`config.mk`:
```
export PLATFORM = sky130hd
export DESIGN_NAME = cursor_ring_ctrl
export DESIGN_NICKNAME = d
export VERILOG_FILES = /design/src/rtl/rtc_ui_pkg.sv /design/src/rtl/blink_divider.sv /design/src/rtl/cursor_ring_ctrl.sv
export SDC_FILE = /design/constraint.sdc
export NUM_CORES = 1
export LEC_CHECK = 0
export BUFFER_PORTS_ARGS = -buffer_cell sky130_fd_sc_hd__buf_4
export CAP_MARGIN = 20
export CORE_UTILIZATION = 42
export CTS_CLUSTER_SIZE = 40
export DETAILED_ROUTE_END_ITERATION = 16
export GPL_TIMING_DRIVEN = 1
export PLACE_DENSITY = 0.66
export RECOVER_POWER = 25
export SYNTH_ARGS = -nofsm -noshare
export SYNTH_HDL_FRONTEND = slang
export SYNTH_HIERARCHICAL = 1
export SYNTH_SLANG_ARGS = --single-unit
```
`constraint.sdc`:
```
create_clock -name clk_i -period 5.1 [get_ports clk_i]
set_input_delay 0.255 -clock clk_i [delete_from_list [all_inputs] [get_ports clk_i]]
set_output_delay 0.255 -clock clk_i [all_outputs]
set_load 0.05 [all_outputs]
```
`src/rtl/rtc_ui_pkg.sv`:
```
// Shared definitions for the RTC VGA user-interface sequencer: FSM state
// encoding, field codes and the number of editable fields.
package rtc_ui_pkg;

   localparam int unsigned NUM_FIELDS = 9;

   typedef enum logic [1:0] {
      IDLE = 2'd0,
      EDIT = 2'd1,
      RING = 2'd2
   } ui_state_e;

   localparam logic [3:0] FLD_FECHA  = 4'd0;
   localparam logic [3:0] FLD_MES    = 4'd1;
   localparam logic [3:0] FLD_ANO    = 4'd2;
   localparam logic [3:0] FLD_H_HORA = 4'd3;
   localparam logic [3:0] FLD_H_MIN  = 4'd4;
   localparam logic [3:0] FLD_H_SEG  = 4'd5;
   localparam logic [3:0] FLD_T_HORA = 4'd6;
   localparam logic [3:0] FLD_T_MIN  = 4'd7;
   localparam logic [3:0] FLD_T_SEG  = 4'd8;

endpackage

```
`src/rtl/blink_divider.sv`:
```
// Frame-synchronised blink generator. A free-running counter marks every
// half-period; the toggle is deferred to the next frame start so the text
// never changes phase mid-frame. sec_tick_o pulses with each 0->1 edge.
module blink_divider #(
   parameter int unsigned CLK_HZ = 100000000
) (
   input  logic clk_i,
   input  logic rst_ni,
   input  logic frame_start_i,
   output logic blink_o,
   output logic sec_tick_o
);

   localparam int unsigned HALF = CLK_HZ / 2;
   localparam int unsigned CW   = (HALF > 1) ? $clog2(HALF) : 1;
   localparam logic [CW-1:0] CntMax = CW'(HALF - 1);

   logic [CW-1:0] cnt_q, cnt_d;
   logic          pend_q, pend_d;
   logic          blink_q, blink_d;
   logic          tick_q, tick_d;
   logic          wrap, toggle;

   // Next-state: wrap arms pend; a frame start consumes it (extra wraps are absorbed)
   always_comb begin
      wrap    = (cnt_q == CntMax);
      cnt_d   = wrap ? '0 : cnt_q + 1'b1;
      toggle  = (pend_q | wrap) & frame_start_i;
      pend_d  = toggle ? 1'b0 : (pend_q | wrap);
      blink_d = blink_q ^ toggle;
      tick_d  = toggle & ~blink_q;
   end

   // Divider state registers
   always_ff @(posedge clk_i or negedge rst_ni) begin
      if (!rst_ni) begin
         cnt_q   <= '0;
         pend_q  <= 1'b0;
         blink_q <= 1'b0;
         tick_q  <= 1'b0;
      end else begin
         cnt_q   <= cnt_d;
         pend_q  <= pend_d;
         blink_q <= blink_d;
         tick_q  <= tick_d;
      end
   end

   assign blink_o    = blink_q;
   assign sec_tick_o = tick_q;

endmodule

```
`src/rtl/cursor_ring_ctrl.sv`:
```
// RTC VGA user-interface sequencer: edit cursor over the numeric fields,
// frame-synchronised blink phase and the timer-expiry RING alert.
// Optional macro RING_ACK_EN: when defined, btn_exit_i silences an active RING.
module cursor_ring_ctrl #(
   parameter int unsigned CLK_HZ     = 100000000,
   parameter int unsigned NUM_FIELDS = 9,
   parameter int unsigned RING_SECS  = 10
) (
   input  logic       clk_i,
   input  logic       rst_ni,
   input  logic       btn_edit_i,
   input  logic       btn_left_i,
   input  logic       btn_right_i,
   input  logic       btn_exit_i,
   input  logic       t_zero_i,
   input  logic       frame_start_i,
   output logic [3:0] dir_o,
   output logic       cursor_o,
   output logic       blink_o,
   output logic       ring_o
);

   import rtc_ui_pkg::*;

   localparam int unsigned RCW = $clog2(RING_SECS + 1);
   localparam logic [RCW-1:0] RingLast = RCW'(RING_SECS - 1);
   localparam logic [3:0]     LastFld  = 4'(NUM_FIELDS - 1);

   ui_state_e      state_q;
   logic [3:0]     dir_q;
   logic           cursor_q;
   logic           ring_q;
   logic [RCW-1:0] ring_cnt_q;
   logic           armed_q;

   logic sec_tick;
   logic expire;
   logic enter_ring;
   logic ring_ack;
   logic ring_done;

   blink_divider #(
      .CLK_HZ (CLK_HZ)
   ) u_blink_divider (
      .clk_i         (clk_i),
      .rst_ni        (rst_ni),
      .frame_start_i (frame_start_i),
      .blink_o       (blink_o),
      .sec_tick_o    (sec_tick)
   );

`ifdef RING_ACK_EN
   assign ring_ack = btn_exit_i;
`else
   assign ring_ack = 1'b0;
`endif

   // Expiry needs a non-zero timer seen first, so a zero timer at power-up stays silent
   assign expire     = t_zero_i & armed_q;
   assign enter_ring = expire & (state_q != RING);
   assign ring_done  = sec_tick & (ring_cnt_q == RingLast);

   // Arm on any non-zero timer value; disarm when the alert starts
   always_ff @(posedge clk_i or negedge rst_ni) begin
      if (!rst_ni) begin
         armed_q <= 1'b0;
      end else if (enter_ring) begin
         armed_q <= 1'b0;
      end else if (!t_zero_i) begin
         armed_q <= 1'b1;
      end
   end

   // UI state machine with registered cursor/ring/dir outputs
   always_ff @(posedge clk_i or negedge rst_ni) begin
      if (!rst_ni) begin
         state_q    <= IDLE;
         dir_q      <= FLD_FECHA;
         cursor_q   <= 1'b0;
         ring_q     <= 1'b0;
         ring_cnt_q <= '0;
      end else begin
         case (state_q)
            IDLE: begin
               if (expire) begin
                  state_q    <= RING;
                  ring_q     <= 1'b1;
                  ring_cnt_q <= '0;
               end else if (btn_edit_i) begin
                  state_q  <= EDIT;
                  cursor_q <= 1'b1;
                  dir_q    <= FLD_FECHA;
               end
            end
            EDIT: begin
               // Expiry wins over any button pressed in the same cycle
               if (expire) begin
                  state_q    <= RING;
                  cursor_q   <= 1'b0;
                  ring_q     <= 1'b1;
                  ring_cnt_q <= '0;
               end else if (btn_exit_i) begin
                  state_q  <= IDLE;
                  cursor_q <= 1'b0;
               end else if (btn_right_i && !btn_left_i) begin
                  dir_q <= (dir_q == LastFld) ? FLD_FECHA : dir_q + 4'd1;
               end else if (btn_left_i && !btn_right_i) begin
                  dir_q <= (dir_q == FLD_FECHA) ? LastFld : dir_q - 4'd1;
               end
            end
            RING: begin
               // A reloaded timer ends the alert at once
               if (!t_zero_i || ring_ack || ring_done) begin
                  state_q <= IDLE;
                  ring_q  <= 1'b0;
               end else if (sec_tick) begin
                  ring_cnt_q <= ring_cnt_q + 1'b1;
               end
            end
            default: begin
               state_q  <= IDLE;
               cursor_q <= 1'b0;
               ring_q   <= 1'b0;
            end
         endcase
      end
   end

   assign dir_o    = dir_q;
   assign cursor_o = cursor_q;
   assign ring_o   = ring_q;

endmodule
```
# Word level (Yosys, flattened, before mapping)
# Cells that the tools add are included.
# W data, S select, Z words.
totals:
  reg_bits: 42
  output_inout_bits: 7
  inputBits: 8
  word_cells: 88
op_classes:
  n_eq_ne: 18
  mux: 31
  n_bitwise: 9
  reduce_logical: 16
  addsub: 4
ops:
  columns: ["cell", "count"]
  rows:
  - ["$mux W4", 11]
  - ["$add A26 B1 Y26 const B", 1]
  - ["$eq A26 B26 Y1 const B", 1]
  - ["$mux W26", 1]
  - ["$pmux W4 S2", 2]
  - ["$ne A2 B2 Y1 const B", 7]
  - ["$mux W2", 5]
  - ["$mux W1", 9]
  - ["$ne A3 B3 Y1 const B", 3]
  - ["$add A4 B1 Y4 const B", 2]
  - ["$eq A4 B4 Y1 const B", 2]
  - ["$reduce_and A4 Y1", 2]
  - ["$ne A2 B1 Y1 const B", 3]
  - ["$pmux W2 S3", 1]
  - ["$reduce_and A6 Y1", 1]
  - ["$and A1 B1 Y1", 5]
  - ["$logic_not A4 Y1", 1]
  - ["$reduce_bool A2 Y1", 2]
  - ["$sub A4 B1 Y4 const B", 1]
  - ["$logic_not A1 Y1", 3]
  - ["$pmux W1 S3", 1]
  - ["$reduce_and A3 Y1", 1]
  - ["$eq A2 B1 Y1 const B", 1]
  - ["$eq A2 B2 Y1 const B", 1]
  - ["9 further kinds", 11]

# Longest topological paths before layout
logic_depth:
  ltp_word: 7
  mapped_depth: 7
  ltp_nobuf: 7

# Cells and area by module
# The synthesis kept the hierarchy.
by_module_without_submodules:
  columns: ["module", "instances", "area_each_um2", "cells_each", "seq_area_each_um2"]
  rows:
  - ["blink_divider", 1, 1380.1, 130, 725.7]
  - ["cursor_ring_ctrl", 1, 793.3, 87, 325.3]

# Least setup slack after synthesis
# Ideal clock, no wire load.
synth_timing:
  kind: "flip-flop to flip-flop"
  start: "register dir_q[1] (netlist: dir_o[1])"
  end: "register dir_q[3] (netlist: dir_o[3])"
  n_path_buf: 0
  period_less_slack_ps: 1831
  required_ps: 4979
  path_slack_ps: 3269
  t_arrival_ps: 1710
  path_stages_with_launch: 7
  setup_ps: 121
  path_cell_list: "dfrtp_1 -> inv_1 -> ha_1 -> or2b_2 -> o311ai_0 -> a31oi_1 -> a22o_2"
synth_via:
  elab_chain_cells: 7
  word_cells_on_any_way: 11
  classes_between: "add/sub: 2; eq/ne: 1; mux: 7; reduce/logical: 1"
synth_lines:
  columns: ["element", "line_no", "rtl"]
  rows:
  - ["start, declared", "cursor_ring_ctrl.sv:30", "logic [3:0] dir_q;"]
  - ["start signal, assigned", "cursor_ring_ctrl.sv:106", "dir_q <= (dir_q == LastFld) ? FLD_FECHA : dir_q + 4'd1;"]
  - ["start signal, assigned", "cursor_ring_ctrl.sv:108", "dir_q <= (dir_q == FLD_FECHA) ? LastFld : dir_q - 4'd1;"]
  - ["$sub A4 B1 Y4 / $logic_not A4 Y1 (equally long branches)", "cursor_ring_ctrl.sv:108", null]
  - ["$mux W4", "cursor_ring_ctrl.sv:108", null]
  - ["$mux W4", "cursor_ring_ctrl.sv:107", "end else if (btn_left_i && !btn_right_i) begin"]
  - ["$mux W4 (*)", "cursor_ring_ctrl.sv:105", "end else if (btn_right_i && !btn_left_i) begin"]
  - ["$mux W4 (*)", "cursor_ring_ctrl.sv:102", "end else if (btn_exit_i) begin"]
  - ["$mux W4 (*)", "cursor_ring_ctrl.sv:97", "if (expire) begin"]
  - ["$pmux W4 S2 (*)", "cursor_ring_ctrl.sv:83", "case (state_q)"]
# Every way passes the cells marked *; elsewhere a longest branch is shown, timed or not. The select of a mux whose other input is x is not followed.
# A chain may end at the register's enable or synchronous reset.

==> flow_metrics.py <==
metrics = {
    "floorplanning": {
        "start_util_pct": 44.83,
        "fp.dieW_um": 73.94,
        "die-area_mm2": 0.005466,
        "die_h_um": 73.94,
        "ios": 15,
        "std_cell_rows": 25,
        "core_mm2": 0.004848,
    },
    "global_route": {
        "overflow": 0,
        "grt_usage_pct": 17.21,
        "grt_pass1_wl_um": 7169,
        "grt_antenna_before_repair": 0,
        "grt_max_degree": 43,
        "grt_pass1_vias": 1520,
    },
    "detailed_routing": {
        "drtPass1Iterations": 4,
        "vias": 1626,
        "vias_per_cell": 5.331,
        "wl_um": 3947,
        "ant_nets": 0,
        "routedWlPerCell_um": 12.94,
        "drt_iter0_drc": 77,
        "drc": 0,
    },
    "sta": {
        "slew_viol_final": 43,
        "hold_viol": 0,
        "period_needed_ns": 2.381,
        "setup_viol": 0,
        "slew_headroom_pct": -44.53,
        "fin_crit_sh_pct": 46.68,
        "fmax_mhz": 420.0,
        "tightest_slew_ns": 2.168,
        "skew_ns": 0.006389,
        "fin_hold_ws_ns": 0.1515,
        "rsz0062_at_grt": "no",
        "final.setup.tns_ns": 0,
    },
    "yosys": {
        "synth_area_leaders": "dfrtp_1 (48%), ha_1 (4.0%), xnor2_1 (4.0%)",
        "synth_area_mm2": 0.002173,
        "yosys.area.top_type_share_pct": 48.36,
        "synth.yosys.seq_area_share_pct": 48.36,
        "synth_seq_cells": 42,
        "synth_ff_type": "dfrtp_1",
        "syn_inst": 217,
        "async_flop_share_pct": 100.0,
        "synth_nets": 232,
        "synth.largest_area_cell": "dfrtp_1",
        "yosysWarnings": 6,
        "ys_types": 44,
        "syn-mean-instance-area_um2": 10.02,
        "synth_edf_count": 0,
    },
    "status": {
        "violations": "max-capacitance violations, max-slew violations",
        "run_status": "finished, violations left",
    },
    "cells_and_area": {
        "antenna_cells": 0,
        "nFillCells": 458,
        "drive_gt1_share_pct": 13.45,
        "regArea_mm2": 0.001051,
        "nets": 252,
        "multi_input_area_mm2": 0.001054,
        "area_delta_synth_final_pct": 12.61,
        "final_cell_mix": "dfrtp_1 (42), nand2_1 (19), nor2_1 (16), buf_4 (14), nand3_1 (13)",
        "final_common_cell": "dfrtp_1",
    },
    "critical_path": {
        "required_ns": 5.06,
        "slowest_stage": "clkbuf_1",
        "crit_arrival_ns": 2.34,
        "crit_family": "buffers and inverters",
        "cp-end-kind": "asynchronous set/reset pin",
        "critPathBufInv": 2,
        "crit_chain": "dlygate4sd3_1 -> clkbuf_1",
        "critPathKind": "input port to asynchronous set/reset pin",
        "path_max_fanout": 42,
        "startpoint_type": "input port",
        "cp_slowest_stage_delay_ns": 1.54,
        "rrSetupSlack_ns": 3.17,
    },
    "clock_tree": {
        "cts_root_buffer": "clkbuf_8",
        "insertion_delay_ns": 0.29,
        "post_cts.repair.setup_buffers": 0,
        "cts_tree": "done",
        "clkSinkCount": 42,
        "cts_buffer_depth": 2,
        "h-tree-depth": 2,
        "clk_pin_slew_ns": 0.07,
        "cts_buffers": 5,
    },
    "placed_design": {
        "dp_hpwl_um": 2783,
        "place_congestion": 0.8416,
        "io_buffer_count": 14,
    },
    "power_and_ir_drop": {
        "p_leak_uw": 0.001139,
        "ir_drop_uv": 203.4,
        "p_per_area_mw_per_mm2": 273.2,
    },
    "hold_path": {
        "worst_hold_path_type": "input port to flop",
    },
    "job": {
        "cap_viol_max_count": 1,
    },
}
cell usage after synthesis (2+ instances only):
cell type / number
mux2i_1: 7
o31ai_1: 3
inv_1: 12
o21ai_0: 11
or4_1: 3
xnor2_1: 10
o21bai_1: 2
xor2_1: 8
a21oi_1: 10
o311ai_0: 2
and3_1: 3
nand4_1: 10
nor3_1: 2
ha_1: 7
nor2_1: 16
or3_2: 2
nand2_1: 19
dfrtp_1: 42
and2_1: 5
nor2b_1: 2
nand3_1: 13
nor4_1: 3
or4_4: 2
and4_1: 2
nor4b_1: 2
path summary, 6_finish.rpt:
check	cells after the start	from	end
max in group clk_i	4	u_blink_divider/cnt_q[8]	u_blink_divider/cnt_q[25]
hold reg to reg	1	u_blink_divider/cnt_q[23]	u_blink_divider/cnt_q[23]
setup reg to reg	4	u_blink_divider/cnt_q[8]	u_blink_divider/cnt_q[25]
hold / removal	2	t_zero_i	armed_q
setup / recovery	2	rst_ni	state_q[1]
min in group asynchronous	2	rst_ni	ring_cnt_q[1]
cells by family after synthesis:
group	count (synthesis)	share of synthesized area, %
mux	7	3.224
simple gates	92	23.95
xor+xnor	18	7.254
compound gates	35	10.02
fa+ha+maj	7	4.030
buf+inv	16	3.166
flops	42	48.36
metal layers:
layer	vias up	GRT usage, %	routed length (um)	share of wire (%)
met2	20	24.75	1764	45
met3	7	2.846	82	2.1
met4	0	8.333	82	2.1
li1	816	-	-	-
met1	783	25.22	2017	51
met5	-	0	0	0
flip-flops by register name (all words and copies together) (netlist names):
| signal | cells |
|---|---|
| u_blink_divider/cnt_q | 26 |
| u_blink_divider/blink_o | 1 |
| armed_q | 1 |
| state_q | 2 |
| ring_o | 1 |
| u_blink_divider/pend_q | 1 |
| cursor_o | 1 |
| u_blink_divider/sec_tick_o | 1 |
| ring_cnt_q | 4 |
| dir_o | 4 |
layout make-up:
cell class | instances | share of cell area (%)
Clock buffer | 7 | 3.528
Clock inverter | 1 | 0.2045
Inverter | 13 | 1.994
Multi-Input combinational cell | 159 | 43.05
Sequential cell | 42 | 42.94
Tap cell | 67 | 3.425
Timing Repair Buffer | 16 | 4.857
where the power goes:
part           switching, uW  leakage [uW]  internal, uW
clock network            110     0.0000482           109
registers               12.7      0.000557           344
logic                   60.9      0.000534          32.2
metrics by stage:
step | power, uW | std cells | instance area (um^2) | utilization (%) | worst slack, ns
2_1_floorplan | 424.9 | 217 | 2173 | - | 3.269
3_3_place_gp | 456.5 | 296 | 2350 | 48.46 | 3.240
3_5_place_dp | 457.2 | 296 | 2350 | 48.46 | 3.194
4_1_cts | 680.8 | 305 | 2451 | 50.55 | 3.185
5_1_grt | 705.2 | 305 | 2447 | 50.48 | 2.135
6_report | 668.6 | 305 | 2447 | 50.48 | 2.719
what timing repair did:
item / 4_1_cts / 5_1_grt
hold endpoints to repair: 42 / 0
hold buffers: 1 / 0
gates resized for setup: 0 / 0
Power figures use the tool's default switching activity.
